## config.mk

```make
export PLATFORM = sky130hd
export DESIGN_NAME = cla_serial_adder
export DESIGN_NICKNAME = d
export VERILOG_FILES = /design/src/rtl/cla_serial_adder.sv
export SDC_FILE = /design/constraint.sdc
export NUM_CORES = 1
export LEC_CHECK = 0
export ABC_AREA = 1
export BUFFER_PORTS_ARGS = -buffer_cell sky130_fd_sc_hd__clkbuf_2
export CORE_UTILIZATION = 58
export DETAILED_ROUTE_END_ITERATION = 10
export PLACE_DENSITY = 0.91
export REMOVE_ABC_BUFFERS = 1
export SYNTH_ARGS = -nofsm -noshare
export SYNTH_HDL_FRONTEND = slang
export SYNTH_HIERARCHICAL = 1
export SYNTH_SLANG_ARGS = --single-unit
```

## constraint.sdc

```tcl
create_clock -name clk -period 3.8 [get_ports clk]
set_clock_uncertainty 0.15 [all_clocks]
set_input_delay 0 -clock clk [delete_from_list [all_inputs] [get_ports clk]]
set_output_delay 0 -clock clk [all_outputs]
set_load 0.02 [all_outputs]
```

## src/rtl/cla_serial_adder.sv

```systemverilog
// Nibble-serial WIDTH-bit adder around a single 4-bit carry-lookahead stage.
// Define CLA_SERIAL_SUB_EN to add the op_sub port (A - B via ~B + 1).

module cla (
  input  logic [3:0] a,
  input  logic [3:0] b,
  input  logic       cin,
  output logic [3:0] sum,
  output logic       cout
);
  logic [3:0] p, g;
  logic [4:0] c;

  assign p = a ^ b;
  assign g = a & b;

  assign c[0] = cin;
  assign c[1] = g[0] | (p[0] & cin);
  assign c[2] = g[1] | (p[1] & g[0]) | (p[1] & p[0] & cin);
  assign c[3] = g[2] | (p[2] & g[1]) | (p[2] & p[1] & g[0]) | (p[2] & p[1] & p[0] & cin);
  assign c[4] = g[3] | (p[3] & g[2]) | (p[3] & p[2] & g[1]) | (p[3] & p[2] & p[1] & g[0])
              | (p[3] & p[2] & p[1] & p[0] & cin);

  assign sum  = p ^ c[3:0];
  assign cout = c[4];
endmodule

// state | meaning
// IDLE  | in_ready=1, waiting for operands
// RUN   | one nibble per cycle through the cla, LSB first
// DONE  | out_valid=1, result held until out_ready
module cla_serial_adder #(
  parameter int WIDTH = 16
) (
  input  logic             clk,
  input  logic             rst_n,
  input  logic             in_valid,
  output logic             in_ready,
  input  logic [WIDTH-1:0] op_a,
  input  logic [WIDTH-1:0] op_b,
  input  logic             op_cin,
`ifdef CLA_SERIAL_SUB_EN
  input  logic             op_sub,
`endif
  output logic             out_valid,
  input  logic             out_ready,
  output logic [WIDTH-1:0] result,
  output logic             result_cout,
  output logic             result_ovf
);
  localparam int N  = WIDTH / 4;
  localparam int SW = (N > 1) ? $clog2(N) : 1;
  localparam logic [SW-1:0] LAST = SW'(N - 1);

  localparam logic [1:0] S_IDLE = 2'd0;
  localparam logic [1:0] S_RUN  = 2'd1;
  localparam logic [1:0] S_DONE = 2'd2;

  logic [1:0]       state;
  logic [SW-1:0]    step;
  logic             carry;
  logic [WIDTH-1:0] a_sh, b_sh, res_sh;
  logic             a_msb, b_msb;

  logic [WIDTH-1:0] b_eff;
  logic             cin_eff;
  logic [3:0]       cla_sum;
  logic             cla_cout;
  logic [WIDTH-1:0] sum_top;

`ifdef CLA_SERIAL_SUB_EN
  assign b_eff   = op_sub ? ~op_b : op_b;
  assign cin_eff = op_sub ? 1'b1 : op_cin;
`else
  assign b_eff   = op_b;
  assign cin_eff = op_cin;
`endif

  cla u_cla (
    .a    (a_sh[3:0]),
    .b    (b_sh[3:0]),
    .cin  (carry),
    .sum  (cla_sum),
    .cout (cla_cout)
  );

  // New nibble enters at the top so after N shifts nibble 0 sits at the bottom.
  assign sum_top = WIDTH'(cla_sum) << (WIDTH - 4);

  always_ff @(posedge clk) begin
    if (!rst_n) begin
      state  <= S_IDLE;
      step   <= '0;
      carry  <= 1'b0;
      a_sh   <= '0;
      b_sh   <= '0;
      res_sh <= '0;
      a_msb  <= 1'b0;
      b_msb  <= 1'b0;
    end else begin
      case (state)
        S_IDLE: begin
          if (in_valid) begin
            a_sh  <= op_a;
            b_sh  <= b_eff;
            carry <= cin_eff;
            a_msb <= op_a[WIDTH-1];
            b_msb <= b_eff[WIDTH-1];
            step  <= '0;
            state <= S_RUN;
          end
        end
        S_RUN: begin
          res_sh <= (res_sh >> 4) | sum_top;
          carry  <= cla_cout;
          a_sh   <= a_sh >> 4;
          b_sh   <= b_sh >> 4;
          step   <= step + 1'b1;
          if (step == LAST) state <= S_DONE;
        end
        S_DONE: begin
          if (out_ready) state <= S_IDLE;
        end
        default: state <= S_IDLE;
      endcase
    end
  end

  assign in_ready    = (state == S_IDLE);
  assign out_valid   = (state == S_DONE);
  assign result      = res_sh;
  assign result_cout = carry;
  assign result_ovf  = (a_msb == b_msb) && (res_sh[WIDTH-1] != a_msb);
endmodule

```

==> metrics, run 1 <==
status finished, final reports clean; clock transition at the registers of the reported paths 0.09 ns; drt total wl 6.48 mm; CP most frequent cell buf_4; # clock sinks 55; sequential share of power 51.7%; Routed Antenna Nets 0; period utilisation layout 55.5%; chip width 69.8 um; hold_sp rst_n; Synth Warn # 6; pwr dens 373 nW/um2; Slew @ Worst Pin 0.809 ns; Avg Cell Area, Syn 6.47 um2; r2r setup slk 1.69 ns; sequential share of the synthesized area 41.3%; diode count 0; Rows 24; synth unique cells 24; GRT Total Usage 28.4%; Syn-to-layout area delta 27.6%; clock root cell clkbuf_8; Crit Path Category register to register; Die ar. 4870 um2; final hold vios 0; gr ovfl total 0; critical-path cell list buf_4 -> o21ai_4 -> buf_4 -> nand2_1 -> a21oi_1; Max transition margin 46.0%; Hold Crit Endpoint a_sh[4]; initial drt markers 142; FF-to-FF End b_sh[15]; Initial Util 60.8%; CP Max Fanout 37; Cells after Synth 412; Placeable Area 4380 um2; Peak VDD IR 0.213 mV; Internal Power 0.000876 W; vias per inst 5.08; Layout Utilization 77.5%; worst path required time 3.88 ns; largest net degree at the start of global routing 44; setup repair bufs after CTS 0; post-CTS sizing 0; Layout Nets 540; Comb pwr share 24.3%; type of origin of the critical path register; # IOs 57; register area 1100 um2; Worst Setup End Kind register; Hold Path Stages 3; Clk Latency, worst-skew pair 0.31 ns; LEAKAGE 1.70 nW; Critical Path Slowest Stage Cell o21ai_4; reg2reg start state[0]; mapped cell area 2660 um2; Worst Path Arrival 2.19 ns; Worst Hold Class input port to register; CTS buffer count 5; fmax 474 MHz; Slew Limit Fails 0; DR pass1 iterations 4; WL/cell 11.8 um; total number of vias 2782; Final setup viols 0; clock power share 24.0%; crit-path max cell delay 0.51 ns; reg2reg path depth 5; dpl hpwl 3.57 mm; first-pass GRT wire length 11.1 mm; Die Y 69.8 um; GP Congestion 0.790; TritonCTS clock tree done; setup TNS 0 ns; Max Cap Violations 0; area of the multi-input gates 1290 um2; Sw Pwr 0.000390 W; IO buf count 56; buffers and inverters on the worst path 2; switch share 30.8%; crit-path leading delay family compound AO/OA/AOI/OAI gates; Bufs on Longest Clock Path 2; drt drc 0; synthesized flop and latch total 55; initial antenna violation count 0; vias in the first global route 2595; CTS H-Tree Depth 2; unrepaired setup endpoints after global routing no; minimum clock period 2.11 ns; fillers 327; layout cell share with drive strength beyond 1 14.1%
[layer usage]
layer / vias up / track usage, % / part of all wire (%)
met5: - / 0 / 0
met4: 0 / 14.9 / 3.2
met3: 21 / 5.67 / 4.3
met2: 87 / 49.9 / 52
met1: 1246 / 32.2 / 41
li1: 1428 / - / -
[per-stage QoR]
stage               total power, W  std cells  hold WS [ns]  cell area [um2]  setup WS, ns
CTS                        0.00126        548         0.271             3400          1.76
global placement          0.000920        500         0.110             2910          1.85
finish                     0.00127        548         0.279             3400          1.69
floorplan                 0.000847        389       -0.0242             2540          1.76
global route               0.00134        548         0.313             3400          1.55
detailed placement        0.000932        500         0.113             2910          1.78
[area by class of cell]
cell class / instances / share of cell area [%]
Tap cell: 52 / 1.91
Multi-Input combinational cell: 295 / 37.9
Clock buffer: 6 / 2.14
Inverter: 39 / 4.38
Timing Repair Buffer: 101 / 21.3
Sequential cell: 55 / 32.4
[logic make-up (layout without fill, tap and decap cells)]
family / Yosys count / count (layout) / share of synthesized area [%]
flip-flops: 55 / 55 / 41.3
AND/OR/NAND/NOR: 254 / 254 / 38.1
adder cells (fa/ha/maj): 6 / 6 / 3.10
buffers and inverters: 62 / 146 / 10.3
AO/OA/AOI/OAI: 34 / 34 / 6.81
XOR/XNOR: 1 / 1 / 0.329
[cells in the final DEF, fill, tap and decap left out, types with 2 or more instances in the layout]
cell           instances
ha_1                   5
nor2_1                86
dfxtp_1               55
a21oi_1               16
clkbuf_2              56
inv_1                 37
nand2_1              125
buf_4                  3
dlygate4sd3_1         42
clkbuf_8               5
nand2_2                2
nand3_1               37
nand4_1                2
o21ai_0               16
[flip-flops by register name (all words and copies together) (netlist names)]
name / count
a_msb: 1
result: 16
result_cout: 1
state: 2
step: 2
a_sh: 16
b_sh: 16
b_msb: 1
[power groups by stage]
stage               sequential (W)  combinational [W]  clock, W
floorplan                 0.000687           0.000160         0
global placement          0.000665           0.000255         0
detailed placement        0.000667           0.000265         0
CTS                       0.000654           0.000301  0.000302
global route              0.000662           0.000348  0.000327
finish                    0.000654           0.000308  0.000304
[worst reg2reg max path: cells and delay by family (launching register included)]
| family | cells | cell delay [ns] |
|---|---|---|
| compound gates | 2 | 0.68 |
| buf+inv | 2 | 0.68 |
| flops | 1 | 0.37 |
| simple gates | 1 | 0.15 |
[cells in the mapped netlist]
cell	count	area (um2)
nand2_1	125	469
nor2_1	86	323
dfxtp_1	55	1100
inv_1	37	139
nand3_1	37	185
a21oi_1	16	80.1
o21ai_0	16	80.1
buf_2	10	50.1
buf_4	5	37.5
ha_1	5	62.6
clkbuf_1	4	15.0
buf_1	2	7.51
nand2_2	2	12.5
nand4_1	2	12.5
buf_6	1	11.3
clkbuf_2	1	5.00
fa_1	1	20.0
inv_2	1	3.75
inv_4	1	6.26
nor2_2	1	6.26
o21ai_1	1	5.00
o21ai_4	1	16.3
or2_0	1	6.26
xnor2_1	1	8.76
[worst max path at each step]
| stage | start | end | slack (ns) | cells after the start |
|---|---|---|---|---|
| 2_1_floorplan | state[0] | step[1] | 1.76 | 4 |
| 3_3_place_gp | state[0] | b_sh[2] | 1.85 | 6 |
| 3_5_place_dp | state[0] | b_sh[1] | 1.78 | 6 |
| 4_1_cts | state[0] | b_sh[1] | 1.76 | 6 |
| 5_1_grt | state[0] | b_sh[15] | 1.55 | 5 |
| 6_report | state[0] | b_sh[15] | 1.69 | 5 |
[repair_timing]
| action | 4_1_cts | 5_1_grt |
|---|---|---|
| hold buffers | 42 | 0 |
| endpoints found under the setup margin | 0 | 0 |
| endpoints found under the hold margin | 36 | 0 |
(Power assumes the default switching activity.)
==> inputs of run 2 (changes only) <==
- CORE_UTILIZATION: 58 -> 54
- PLACE_DENSITY: 0.91 -> 0.86
- clock period: 3.8 -> 2.1 ns (I/O delays scaled with it)
==> run 2 against run 1 <==
Combinational power up 81%. Flip-flop and latch count unchanged. Critical endpoint is now a_sh[14]. Power up 81%. Utilization down 4.0 points. Sequential power up 82%. Worst setup slack worse by 1.6 ns.
==> metrics, run 2 (synthesis gave the netlist of run 1 again) <==
Max transition margin 71.7%; LEAKAGE 1.73 nW; Crit Path Category register to register; Die Y 72.2 um; WL/cell 11.0 um; Syn-to-layout area delta 30.3%; largest net degree at the start of global routing 36; fmax 508 MHz; total number of vias 2691; Worst Setup End Kind register; DR pass1 iterations 4; pwr dens 658 nW/um2; placed insts 520; type of origin of the critical path register; Layout Nets 545; Worst Hold Class input port to register; initial antenna violation count 0; status finished, final reports clean; vias in the first global route 2489; clock transition at the registers of the reported paths 0.09 ns; Die ar. 5220 um2; layout cell share with drive strength beyond 1 15.0%; Initial Util 56.4%; Rows 25; first-pass GRT wire length 10.6 mm; Placeable Area 4720 um2; CP Max Fanout 10; drt total wl 6.25 mm; Worst Path Arrival 2.05 ns; Final setup viols 0; Slew Limit Fails 0; # IOs 57; reg2reg start state[0]; # clock sinks 55; setup TNS 0 ns; drt drc 0; vias per inst 4.74; chip width 72.2 um; minimum clock period 1.97 ns; period utilisation layout 93.7%; initial drt markers 126; commonest non-fill, non-tap cells in the layout nand2_1, nor2_1, clkbuf_2; Routed Antenna Nets 0; TritonCTS clock tree done; Final Non-Filler Cells 568; hold_sp rst_n; most common cell after layout, fill and taps aside nand2_1; GRT Total Usage 25.9%; diode count 0; CTS H-Tree Depth 2; Bufs on Longest Clock Path 2; final hold vios 0; Peak VDD IR 0.519 mV; CTS buffer count 5; gr ovfl total 0; Worst Setup SP state[0]; dpl hpwl 3.78 mm; Slew @ Worst Pin 0.422 ns; Max Cap Violations 0; unrepaired setup endpoints after global routing no; GP Congestion 0.788; clock root cell clkbuf_8; IO buf count 56; Clk Latency, worst-skew pair 0.30 ns; worst path required time 2.18 ns
[run 2: cell count changes in the layout (fill, tap and decap cells not counted)]
cell and delta:
buf_4 +4, nor2_2 -1, nor2_4 +1, buf_12 +1
[run 2: metrics by stage]
stage | total power [W] | hold slack [ns] | util [%] | cell area, um2 | worst slack [ns]
floorplan | 0.00153 | -0.0242 | - | 2540 | 0.0608
global placement | 0.00168 | 0.105 | 63.0 | 2970 | 0.453
detailed placement | 0.00170 | 0.111 | 63.0 | 2970 | 0.410
CTS | 0.00229 | 0.0289 | 73.4 | 3470 | 0.0672
global route | 0.00243 | 0.0611 | 73.5 | 3470 | 0.00984
finish | 0.00229 | 0.0405 | 73.5 | 3470 | 0.132
[run 2: critical path, stage by stage, from the launching register on]
cell	delay, ns
dfxtp_1	0.43
buf_4	0.23
nor2_4	0.24
nand3_1	0.11
dlygate4sd3_1	0.58
a21oi_1	0.16
[run 2: repair_timing]
action / in CTS / in global routing
endpoints found under the setup margin: 0 / 8
hold endpoints to repair: 37 / 0
hold buffers: 42 / 0
resized for setup: 0 / 1
buffers inserted: 0 / 0
[run 2: final timing paths]
kind               to  slack, ns  cells past startpoint
min reg2reg  b_sh[15]       0.32                      2
max          a_sh[14]       0.13                      5
min           a_sh[1]       0.04                      3
max reg2reg  a_sh[14]       0.13                      5
[run 2: report_power, final]
part | switching, W | leakage, nW | total (W) | internal, W
logic | 0.000319 | 1.24 | 0.000559 | 0.000241
registers | 0.0000572 | 0.454 | 0.00119 | 0.00113
clock network | 0.000315 | 0.0371 | 0.000538 | 0.000223
total | 0.000690 | 1.73 | 0.00229 | 0.00160
[run 2: layer usage]
metal  global-route usage [%]  wire length [um]
met1                     29.6              2660
met2                     48.9              3320
met3                     4.58               197
met4                     7.84                78
met5                        0                 0
[run 2: area by class of cell]
class,instances,area [um2]
clock buffer,6,72.6
sequential,55,1100
timing repair buffer,106,773
fill,385,1250
inverter,39,149
multi-input combinational,295,1290
tap,67,83.8
